File: config.mk
export PLATFORM = sky130hd
export DESIGN_NAME = stream_to_axi_r
export DESIGN_NICKNAME = d
export VERILOG_FILES = /design/src/rtl/stream_to_axi_r.sv
export SDC_FILE = /design/constraint.sdc
export NUM_CORES = 1
export LEC_CHECK = 0
export BUFFER_PORTS_ARGS = -buffer_cell sky130_fd_sc_hd__buf_2
export CORE_ASPECT_RATIO = 1.2
export CORE_MARGIN = 2
export CORE_UTILIZATION = 54
export DETAILED_ROUTE_END_ITERATION = 16
export GPL_ROUTABILITY_DRIVEN = 0
export PLACE_DENSITY = 0.8
export SLEW_MARGIN = 20
export SYNTH_ARGS = -nofsm -noshare
export SYNTH_HDL_FRONTEND = slang
export SYNTH_SLANG_ARGS = --single-unit
File: constraint.sdc
create_clock -name clk -period 15.5 [get_ports clk]
set_input_delay 0 -clock clk [delete_from_list [all_inputs] [get_ports clk]]
set_output_delay 0 -clock clk [all_outputs]
set_load 0.01 [all_outputs]
File: src/rtl/stream_to_axi_r.sv
// rtl/stream_to_axi_r.sv - rebuilds AXI R-channel beats from a framed capture stream
// (one header beat carrying type and rid, then data beats) through a 2-entry skid buffer.
module stream_to_axi_r #(
  parameter int                           DATA_WIDTH        = 128,
  parameter int                           ID_WIDTH          = 32,
  parameter int                           USER_WIDTH        = 64,
  parameter int                           STREAM_TYPE_WIDTH = 3,
  parameter logic [STREAM_TYPE_WIDTH-1:0] STREAM_TYPE       = 3'b0,
  parameter int                           MAX_BEATS         = 256
) (
  input  logic                  clk,
  input  logic                  reset,
  input  logic                  s_valid,
  output logic                  s_ready,
  input  logic                  s_last,
  input  logic [DATA_WIDTH-1:0] s_data,
  input  logic [1:0]            s_resp,
  output logic [ID_WIDTH-1:0]   AXIM_rid,
  output logic [DATA_WIDTH-1:0] AXIM_rdata,
  output logic [1:0]            AXIM_rresp,
  output logic                  AXIM_rlast,
  output logic [USER_WIDTH-1:0] AXIM_ruser,
  output logic                  AXIM_rvalid,
  input  logic                  AXIM_rready,
  output logic [15:0]           frame_count,
  output logic [15:0]           beat_count,
  output logic [15:0]           drop_count
);

  localparam int IDX_W = (MAX_BEATS > 1) ? $clog2(MAX_BEATS) : 1;
  localparam logic [IDX_W-1:0] IDX_LAST = IDX_W'(MAX_BEATS - 1);

  typedef enum logic [1:0] {HDR, DATA, DROP} state_t;

  state_t                 state, state_nxt;
  logic [IDX_W-1:0]       idx, idx_nxt;
  logic [ID_WIDTH-1:0]    rid_q, rid_nxt;

  logic                   hs;
  logic                   pop;
  logic                   push;
  logic                   frame_inc;
  logic                   drop_inc;
  logic                   last_idx;
  logic                   in_rlast;
  logic [STREAM_TYPE_WIDTH-1:0] hdr_type;

  // skid buffer: head drives AXIM_*, tail holds the overflow beat
  logic [1:0]             cnt, cnt_nxt;
  logic                   load_head_in;
  logic                   load_tail_in;
  logic                   head_from_tail;
  logic [ID_WIDTH-1:0]    tail_rid;
  logic [DATA_WIDTH-1:0]  tail_data;
  logic [1:0]             tail_resp;
  logic                   tail_last;

  function automatic logic [15:0] sat_inc(input logic [15:0] v);
    return (v == 16'hFFFF) ? v : v + 16'd1;
  endfunction

  assign hs         = s_valid && s_ready;
  assign pop        = AXIM_rvalid && AXIM_rready;
  assign hdr_type   = s_data[DATA_WIDTH-1 -: STREAM_TYPE_WIDTH];
  assign last_idx   = (idx == IDX_LAST);
  assign in_rlast   = s_last || last_idx;
  assign AXIM_ruser = '0;

  always_ff @(posedge clk or posedge reset) begin
    if (reset) begin
      state <= HDR;
      idx   <= '0;
      rid_q <= '0;
    end else begin
      state <= state_nxt;
      idx   <= idx_nxt;
      rid_q <= rid_nxt;
    end
  end

  always_comb begin
    state_nxt = state;
    idx_nxt   = idx;
    rid_nxt   = rid_q;
    push      = 1'b0;
    frame_inc = 1'b0;
    drop_inc  = 1'b0;
    case (state)
      HDR: begin
        if (hs) begin
          if (s_last) begin
            drop_inc = 1'b1;
          end else if (hdr_type == STREAM_TYPE) begin
            rid_nxt   = s_data[ID_WIDTH-1:0];
            idx_nxt   = '0;
            state_nxt = DATA;
          end else begin
            drop_inc  = 1'b1;
            state_nxt = DROP;
          end
        end
      end
      DATA: begin
        if (hs) begin
          push    = 1'b1;
          idx_nxt = idx + IDX_W'(1);
          if (s_last) begin
            frame_inc = 1'b1;
            state_nxt = HDR;
          end else if (last_idx) begin
            // burst limit reached: close the burst here, discard the rest of the frame
            drop_inc  = 1'b1;
            state_nxt = DROP;
          end
        end
      end
      DROP: begin
        if (hs && s_last) begin
          state_nxt = HDR;
        end
      end
      default: state_nxt = HDR;
    endcase
  end

  always_comb begin
    cnt_nxt        = cnt;
    load_head_in   = 1'b0;
    load_tail_in   = 1'b0;
    head_from_tail = 1'b0;
    case (cnt)
      2'd0: begin
        if (push) begin
          load_head_in = 1'b1;
          cnt_nxt      = 2'd1;
        end
      end
      2'd1: begin
        if (push && pop) begin
          load_head_in = 1'b1;
        end else if (push) begin
          load_tail_in = 1'b1;
          cnt_nxt      = 2'd2;
        end else if (pop) begin
          cnt_nxt = 2'd0;
        end
      end
      default: begin
        // s_ready is low while full, so no push can arrive here
        if (pop) begin
          head_from_tail = 1'b1;
          cnt_nxt        = 2'd1;
        end
      end
    endcase
  end

  always_ff @(posedge clk or posedge reset) begin
    if (reset) begin
      cnt         <= 2'd0;
      s_ready     <= 1'b1;
      AXIM_rvalid <= 1'b0;
      AXIM_rid    <= '0;
      AXIM_rdata  <= '0;
      AXIM_rresp  <= 2'b00;
      AXIM_rlast  <= 1'b0;
      tail_rid    <= '0;
      tail_data   <= '0;
      tail_resp   <= 2'b00;
      tail_last   <= 1'b0;
    end else begin
      cnt         <= cnt_nxt;
      s_ready     <= (cnt_nxt != 2'd2);
      AXIM_rvalid <= (cnt_nxt != 2'd0);
      if (load_head_in) begin
        AXIM_rid   <= rid_q;
        AXIM_rdata <= s_data;
        AXIM_rresp <= s_resp;
        AXIM_rlast <= in_rlast;
      end else if (head_from_tail) begin
        AXIM_rid   <= tail_rid;
        AXIM_rdata <= tail_data;
        AXIM_rresp <= tail_resp;
        AXIM_rlast <= tail_last;
      end
      if (load_tail_in) begin
        tail_rid  <= rid_q;
        tail_data <= s_data;
        tail_resp <= s_resp;
        tail_last <= in_rlast;
      end
    end
  end

  always_ff @(posedge clk or posedge reset) begin
    if (reset) begin
      frame_count <= 16'd0;
      beat_count  <= 16'd0;
      drop_count  <= 16'd0;
    end else begin
      if (frame_inc) frame_count <= sat_inc(frame_count);
      if (pop)       beat_count  <= sat_inc(beat_count);
      if (drop_inc)  drop_count  <= sat_inc(drop_count);
    end
  end

endmodule
# Word-level counts from Yosys, hierarchy flattened
# Index checks and enable logic that the tools add are counted.
# totals
register_bits,420
elab_cells,103
output_inout_bits,277
inputBits,135
# op_classes
n_reduce_logical,18
muxes,46
n_bitwise,4
n_addsub,4
n_eq_ne,14
# ops
cell,n
2-to-1 mux 128 bit,2
2-to-1 mux 32 bit,2
adder 16 x 1 -> 16 bit (second input constant),3
== test 16 bit (second input constant),3
2-to-1 mux 8 bit,4
2-to-1 mux 2 bit,14
2-to-1 mux 1 bit,19
one-hot mux 8 bit (2 select lines),1
inequality test 2 bit (second input constant),6
AND reduction 5 bit,2
adder 8 x 1 -> 8 bit (second input constant),1
== test 8 bit (second input constant),1
one-hot mux 2 bit (3 select lines),1
AND reduction 2 bit,3
nonzero test 2 bit,3
== test 2 x 1 -> 1 bit (second input constant),2
logical AND 1 bit,4
zero test 2 bit,2
NOT 1 bit,4
one-hot mux 1 bit (2 select lines),2
one-hot mux 2 bit (2 select lines),1
AND reduction 4 bit,1
zero test 3 bit,1
inequality test 3 bit (second input constant),1
3 further kinds,3

# Longest topological paths before layout
# Gate-level depths: netlist (run 1).
# logic_depth
word_depth,7
ltp_mapped,8

# Worst setup path before layout (run 1)
# Ideal clock, no wire load.
# synth_timing
path_kind,register -> register
startpoint,register drop_count[0]
endpoint,register drop_count[1]
t_required_ns,15.375
t_arrival_ns,1.833
n_path_buf,0
path_stages_with_launch,6
setup_slack_ns,13.542
synth_period_minus_slack_ns,1.958
path_cell_list,dfrtp_1 ha_1 nand4_1 or4_1 o21ai_2 mux2_2
# synth_between
elab_chain_len,3
word_cells_on_any_way,4
# synth_rtl
item,line_no,rtl
"start, declared",27,output logic [15:0] drop_count
"start signal, assigned",203,if (drop_inc) drop_count <= sat_inc(drop_count);
"parallel branches: the longest is 3 deep, another holds adder 16 x 1 -> 16 bit",-,
# Parallel ways; which one is timed is not known.
# A chain may end at the register's enable or synchronous reset.

# Worst setup path after layout (run 1)
# layout_timing
startpoint,register state[0]
endpoint,register tail_rid[17]
# layout_between
elab_chain_len,5
word_cells_on_any_way,6
# layout_rtl
item,line_no,rtl
"start, declared",35,"state_t state, state_nxt;"
"start signal, assigned",75,state <= state_nxt;
== test 2 x 1 -> 1 bit *,88,case (state)
2-to-1 mux 1 bit *,88,
2-to-1 mux 1 bit / logical AND 1 bit (equally long branches),"141, 139",
2-to-1 mux 1 bit *,139,if (push && pop) begin
2-to-1 mux 1 bit *,131,case (cnt)
"end signal, assigned",187,tail_rid <= rid_q;
"end, declared",53,logic [ID_WIDTH-1:0] tail_rid;
# Mark *: on every way between the ends. The rest lies on a longest branch, timed or not.

==> results of run 1 <==
==> sequential cells by signal (all words and copies together), names as in the netlist <==
name	cells
AXIM_rdata	128
AXIM_rid	32
AXIM_rlast	1
AXIM_rresp	2
AXIM_rvalid	1
beat_count	16
cnt	2
drop_count	16
frame_count	16
idx	8
rid_q	32
s_ready	1
state	2
tail_data	128
tail_last	1
tail_resp	2
tail_rid	32
==> per-layer routing <==
layer  global-route usage  share of wire  vias to the layer above
met5                    0              0                        -
met4                0.103          0.034                        0
met3               0.0545          0.068                      100
met2                0.433           0.49                      594
met1                0.333           0.40                     6680
li1                     -              -                     5917
==> through the flow <==
step	utilization	total power, mW	std cells	instance area (sq um)
6_report	0.684	3.20	2413	22600
2_1_floorplan	-	1.85	1542	18300
3_3_place_gp	0.600	2.09	2206	19800
3_5_place_dp	0.600	2.12	2206	19800
5_1_grt	0.684	3.35	2413	22600
4_1_cts	0.683	3.19	2412	22600
==> final cells by class <==
| class | instances | share of cell area |
|---|---|---|
| clock buffer | 66 | 0.0581 |
| inverter | 6 | 0.00155 |
| timing repair buffer | 495 | 0.143 |
| tap | 450 | 0.0249 |
| clock inverter | 5 | 0.00349 |
| sequential | 420 | 0.465 |
| multi-input combinational | 971 | 0.304 |
==> repair_timing <==
action | CTS | global route
hold buffers | 135 | 0
resized for setup | 0 | 0
hold endpoints to repair | 449 | 0
==> path summary, 6_finish.rpt <==
check,from,endpoint,cells past startpoint
min in group clk,s_data[48],AXIM_rdata[48],4
setup reg to reg,state[0],tail_rid[17],6
hold / removal,reset,drop_count[13],3
hold reg to reg,AXIM_rdata[116],AXIM_rdata[116],2
max in group asynchronous,reset,AXIM_rdata[9],5
setup / recovery,state[0],tail_rid[17],6
==> where the power goes <==
part	leakage [nW]	switching, mW	internal [mW]
combinational	6.08	0.343	0.310
clock	0.686	0.418	0.613
sequential	5.50	0.170	1.35
==> tightest hold or removal path, cell delays in order <==
cell and delay [ns]:
dlygate4sd3_1 0.56, buf_2 0.17, clkinv_8 0.48
==> Yosys cell counts (all sizes together), types with 3 or more instances <==
library cell | n | area [sq um]
a22oi | 162 | 1220
buf | 110 | 818
a21oi | 6 | 30.0
nor2 | 21 | 78.8
o31ai | 3 | 22.5
and3 | 19 | 119
nor4 | 4 | 25.0
nand2 | 351 | 1320
xor2 | 22 | 193
and4 | 3 | 26.3
nand3 | 14 | 70.1
o21ai | 19 | 98.8
xnor2 | 21 | 184
or2 | 3 | 18.8
nor3 | 8 | 40.0
inv | 6 | 22.5
mux2 | 199 | 2790
dfrtp | 419 | 10500
a31oi | 4 | 25.0
ha | 4 | 50.1
nand4 | 24 | 150
clkbuf | 35 | 131
==> kinds of logic (layout without fill, tap and decap cells) <==
group | count (synthesis) | count (layout)
AO/OA/AOI/OAI | 200 | 200
XOR/XNOR | 43 | 43
adder cells (fa/ha/maj) | 4 | 4
buffers and inverters | 151 | 572
flip-flops | 420 | 420
multiplexers | 200 | 200
other | 1 | 64
AND/OR/NAND/NOR | 460 | 460
==> results_dict.tcl, run 1 <==
set metrics [dict create \
    synth_fa_ha_area_frac 0.00276 \
    worst_hold_slack_ns 0.171 \
    worst-path-buf-inv 2 \
    firstDrtPassIters 6 \
    crit_path_max_incr_delay_ns 0.86 \
    cts_tree "built" \
    synth_ff_type "dfrtp_1" \
    num_io_pins 412 \
    htreeDepth 2 \
    worst_pin_slew_ns 1.09 \
    grt_pass1_wl_microns 72700 \
    initial_core_util 0.547 \
    cp-end-kind "flop" \
    route.detailed.wl_per_inst_microns 19.1 \
    slew_violations 0 \
    num_vias 13300 \
    synth_edf_count 0 \
    slowest_stage "or2_4" \
    cts_made_buffers 42 \
    synth-seq-cells 420 \
    die_h_microns 205 \
    avgViaCountPerCell 5.51 \
    cts_sinks 420 \
    path_cells "and4b_1 -> nand3_1 -> or2_4 -> buf_4 -> buf_4 -> mux2_4" \
    coreArea_sq_mm 0.0331 \
    drive_gt1_frac 0.320 \
    run_status "completed" \
    cp_max_fo 58 \
    antenna_left 0 \
    critPathArrivalTime_ns 4.25 \
    crit_type "reg2reg" \
    relSlewSlack 0.270 \
    synth_seq_area_share 0.581 \
    grt_setup_unrepaired "no" \
    antenna_found_initial 0 \
    r2r_setup_slack_ns 11.66 \
    synth_xor_area_frac 0.0208 \
    yosys.cell_types.count 45 \
    layout_common_cells "419 x dfrtp_1, 351 x nand2_1, 347 x buf_2" \
    portBuffers 347 \
    dp_slack_ns 11.72 \
    crit_top_cell "buf_4" \
    syn_to_final_growth_pct 24.9 \
    grt_usage 0.260 \
    synth-compound-area-share 0.0796 \
    fin_setup_tns_ns 0 \
    synth_top_family_by_area "multiplexers" \
    die_width_microns 171 \
    drcViolationCount 0 \
    p_leak_nw 12.3 \
    drtIter0Drc 1186 \
    nets 2075 \
    cp-start-kind "flop" \
    grt_overflow_total 0 \
    die_area_sq_mm 0.0350 \
    clockRootBuffer "clkbuf_16" \
    avgSynthCellArea_sq_um 12.2 \
    critPathTopFamily "buffers and inverters" \
    cp.required_ns 15.91 \
    fillCellCount 2264 \
    routed_wl_microns 46100 \
    synthArstFlopShare 1.00 \
    grt_pass1_vias 13700 \
    setup_viol 0 \
    period_share 0.248 \
    skew_ns 0.0110 \
    clk_pin_slew_ns 0.06 \
    clk_path_buf_depth 3 \
    ir_drop_mv 0.0903 \
    dp_hpwl_microns 26300 \
    mostFrequentLayoutCell "dfrtp_1" \
    hold_class "in2async" \
    grt_max_degree 192 \
    maxCapViolations 0 \
    insertedDiodeCount 0 \
    synth-simple-area-share 0.107 \
    seq_area_sq_mm 0.0105 \
    worst_slack_ns 11.66 \
    ys_warn_count 0 \
    multi_input_area_sq_mm 0.00688 \
    synth_mux_area_frac 0.155 \
    hold_viol 0 \
    max_freq_ghz 0.261 \
    cts_post_setup_buffers_inserted 0 \
    syn_inst 1479 \
    cellPowerDensity_mw_per_mm2 141 \
    row_count 73 \
    clock_latency_ns 0.54 \
    netlist_area_sq_mm 0.0181 \
    timing.final.crit_period_ns 3.84 \
]
(Power assumes the default switching activity.)
==> inputs of run 2 (changes only) <==
CORE_UTILIZATION = 49   (was 54)
PLACE_DENSITY = 0.76   (was 0.8)
clock period = 3.2 ns   (was 15.5 ns; I/O delays follow)
==> run 2 against run 1 <==
Net effect:
- maximum frequency increased by 44%
- utilization fell by 5.9 points
- sequential share of layout area fell by 0.52 points
- worst hold slack better by 0.055 ns
- cell count is 1.5% higher
- flip-flop and latch count unchanged
- first-iteration DRC count down 28%
- non-clock buffer count rose by 7
- largest power group unchanged
- via count is 0.32% lower
- global-route usage fell by 2.2 points
- routed wire length is 1.1% higher
==> results_dict.tcl, run 2 (same netlist as run 1, synthesis figures left out) <==
set metrics [dict create \
    route.detailed.wl_per_inst_microns 19.0 \
    nets 2082 \
    grt_pass1_vias 13700 \
    layout_common_cells "419 x dfrtp_1, 351 x nand2_1, 347 x buf_2" \
    period_share 0.832 \
    hold_depth 4 \
    crit_type "reg2reg" \
    htreeDepth 2 \
    cts_post_setup_buffers_inserted 0 \
    r2r_cells 5 \
    critPathTopFamily "simple AND/OR/NAND/NOR gates" \
    antenna_found_initial 0 \
    insertedDiodeCount 0 \
    slowest_stage "buf_4" \
    num_vias 13200 \
    worst_hold_slack_ns 0.226 \
    row_count 77 \
    multi_input_area_sq_mm 0.00688 \
    worst-path-buf-inv 1 \
    timing.final.crit_period_ns 2.66 \
    grt_setup_unrepaired "no" \
    clk_pin_slew_ns 0.06 \
    grt_overflow_total 0 \
    ir_drop_mv 0.485 \
    antenna_left 0 \
    hold_path.startpoint "s_data[49]" \
    grt_pass1_wl_microns 75100 \
    utilization 0.625 \
    clockRootBuffer "clkbuf_16" \
    path_cells "and4b_1 -> nand3_1 -> or2_4 -> buf_4 -> mux2_2" \
    clock_latency_ns 0.55 \
    drive_gt1_frac 0.326 \
    routed_wl_microns 46600 \
    fillCellCount 2727 \
    die_area_sq_mm 0.0385 \
    drtIter0Drc 848 \
    critPathArrivalTime_ns 3.10 \
    initial_core_util 0.494 \
    r2r-start "state[0]" \
    hold_viol 0 \
    placed_cell_area_sq_mm 0.0200 \
    stdcell_area_sq_mm 0.0229 \
    slew_violations 0 \
    cp.required_ns 3.63 \
    skew_ns 0.0185 \
    coreArea_sq_mm 0.0366 \
    firstDrtPassIters 5 \
    die_width_microns 179 \
    p_leak_nw 12.4 \
    cts_sinks 420 \
    cp_max_fo 48 \
    setup_viol 0 \
    cellPowerDensity_mw_per_mm2 692 \
    syn_to_final_growth_pct 26.4 \
    dp_hpwl_microns 28000 \
    cp-end-kind "flop" \
    clk_path_buf_depth 3 \
    relSlewSlack 0.354 \
    drcViolationCount 0 \
    portBuffers 347 \
    worst_pin_slew_ns 0.969 \
    cts_tree "built" \
    max_freq_ghz 0.376 \
    r2r-end "tail_data[47]" \
    hold_class "in2reg" \
    die_h_microns 215 \
    seq_area_sq_mm 0.0105 \
    r2r_setup_slack_ns 0.54 \
    crit_path_max_incr_delay_ns 0.77 \
    avgViaCountPerCell 5.41 \
    cp-start-kind "flop" \
    mostFrequentLayoutCell "dfrtp_1" \
    grt_max_degree 142 \
    cts_made_buffers 42 \
    hold_end "AXIM_rdata[49]" \
    maxCapViolations 0 \
    power.total_mw 15.8 \
    grt_usage 0.238 \
    num_io_pins 412 \
    run_status "completed" \
    reg.largest.list "AXIM_rdata x128, tail_data x128" \
]
==> run 2: worst max-delay path by stage <==
stage                         end  cells past startpoint  startpoint  slack, ns
finish              tail_data[47]                      5    state[0]       0.54
global route        tail_data[47]                      5    state[0]       0.42
CTS                 tail_data[47]                      5    state[0]       0.56
detailed placement  tail_data[47]                      5    state[0]       0.59
global placement    tail_data[45]                      5    state[0]       0.64
floorplan           AXIM_rdata[0]                      1       reset      -2.46
==> run 2: worst register-to-register path, stage by stage, from the launching register on <==
cell and delay (ns):
dfrtp_1 0.44, and4b_1 0.39, nand3_1 0.18, or2_4 0.28
buf_4 0.78, mux2_2 0.49
==> run 2: routing by layer <==
layer / global-route usage / vias to the layer above / part of all wire
met3: 0.0555 / 130 / 0.073
met2: 0.392 / 556 / 0.49
met5: 0 / - / 0
li1: - / 5929 / -
met1: 0.303 / 6633 / 0.40
met4: 0.0984 / 0 / 0.039
==> run 2: final cells by class <==
cell class,count,area share
Clock buffer,60,0.0551
Clock inverter,16,0.0113
Inverter,6,0.00115
Multi-Input combinational cell,971,0.301
Sequential cell,420,0.460
Tap cell,474,0.0259
Timing Repair Buffer,502,0.146
==> run 2: repair_timing <==
item                      CTS  global route
resized for setup           0             0
hold buffers              136             0
hold endpoints to repair  583             0
==> run 2: power by group <==
| group | switching, mW | internal, mW |
|---|---|---|
| Clock | 2.10 | 3.23 |
| Sequential | 0.825 | 6.52 |
| Combinational | 1.64 | 1.51 |
| Total | 4.57 | 11.3 |
==> run 2: through the flow <==
stage	setup TNS [ns]	instances	worst slack [ns]
2_1_floorplan	-1033.61	1542	-2.46
3_3_place_gp	0	2237	0.638
3_5_place_dp	0	2237	0.590
4_1_cts	0	2449	0.562
5_1_grt	0	2449	0.418
6_report	0	2449	0.537
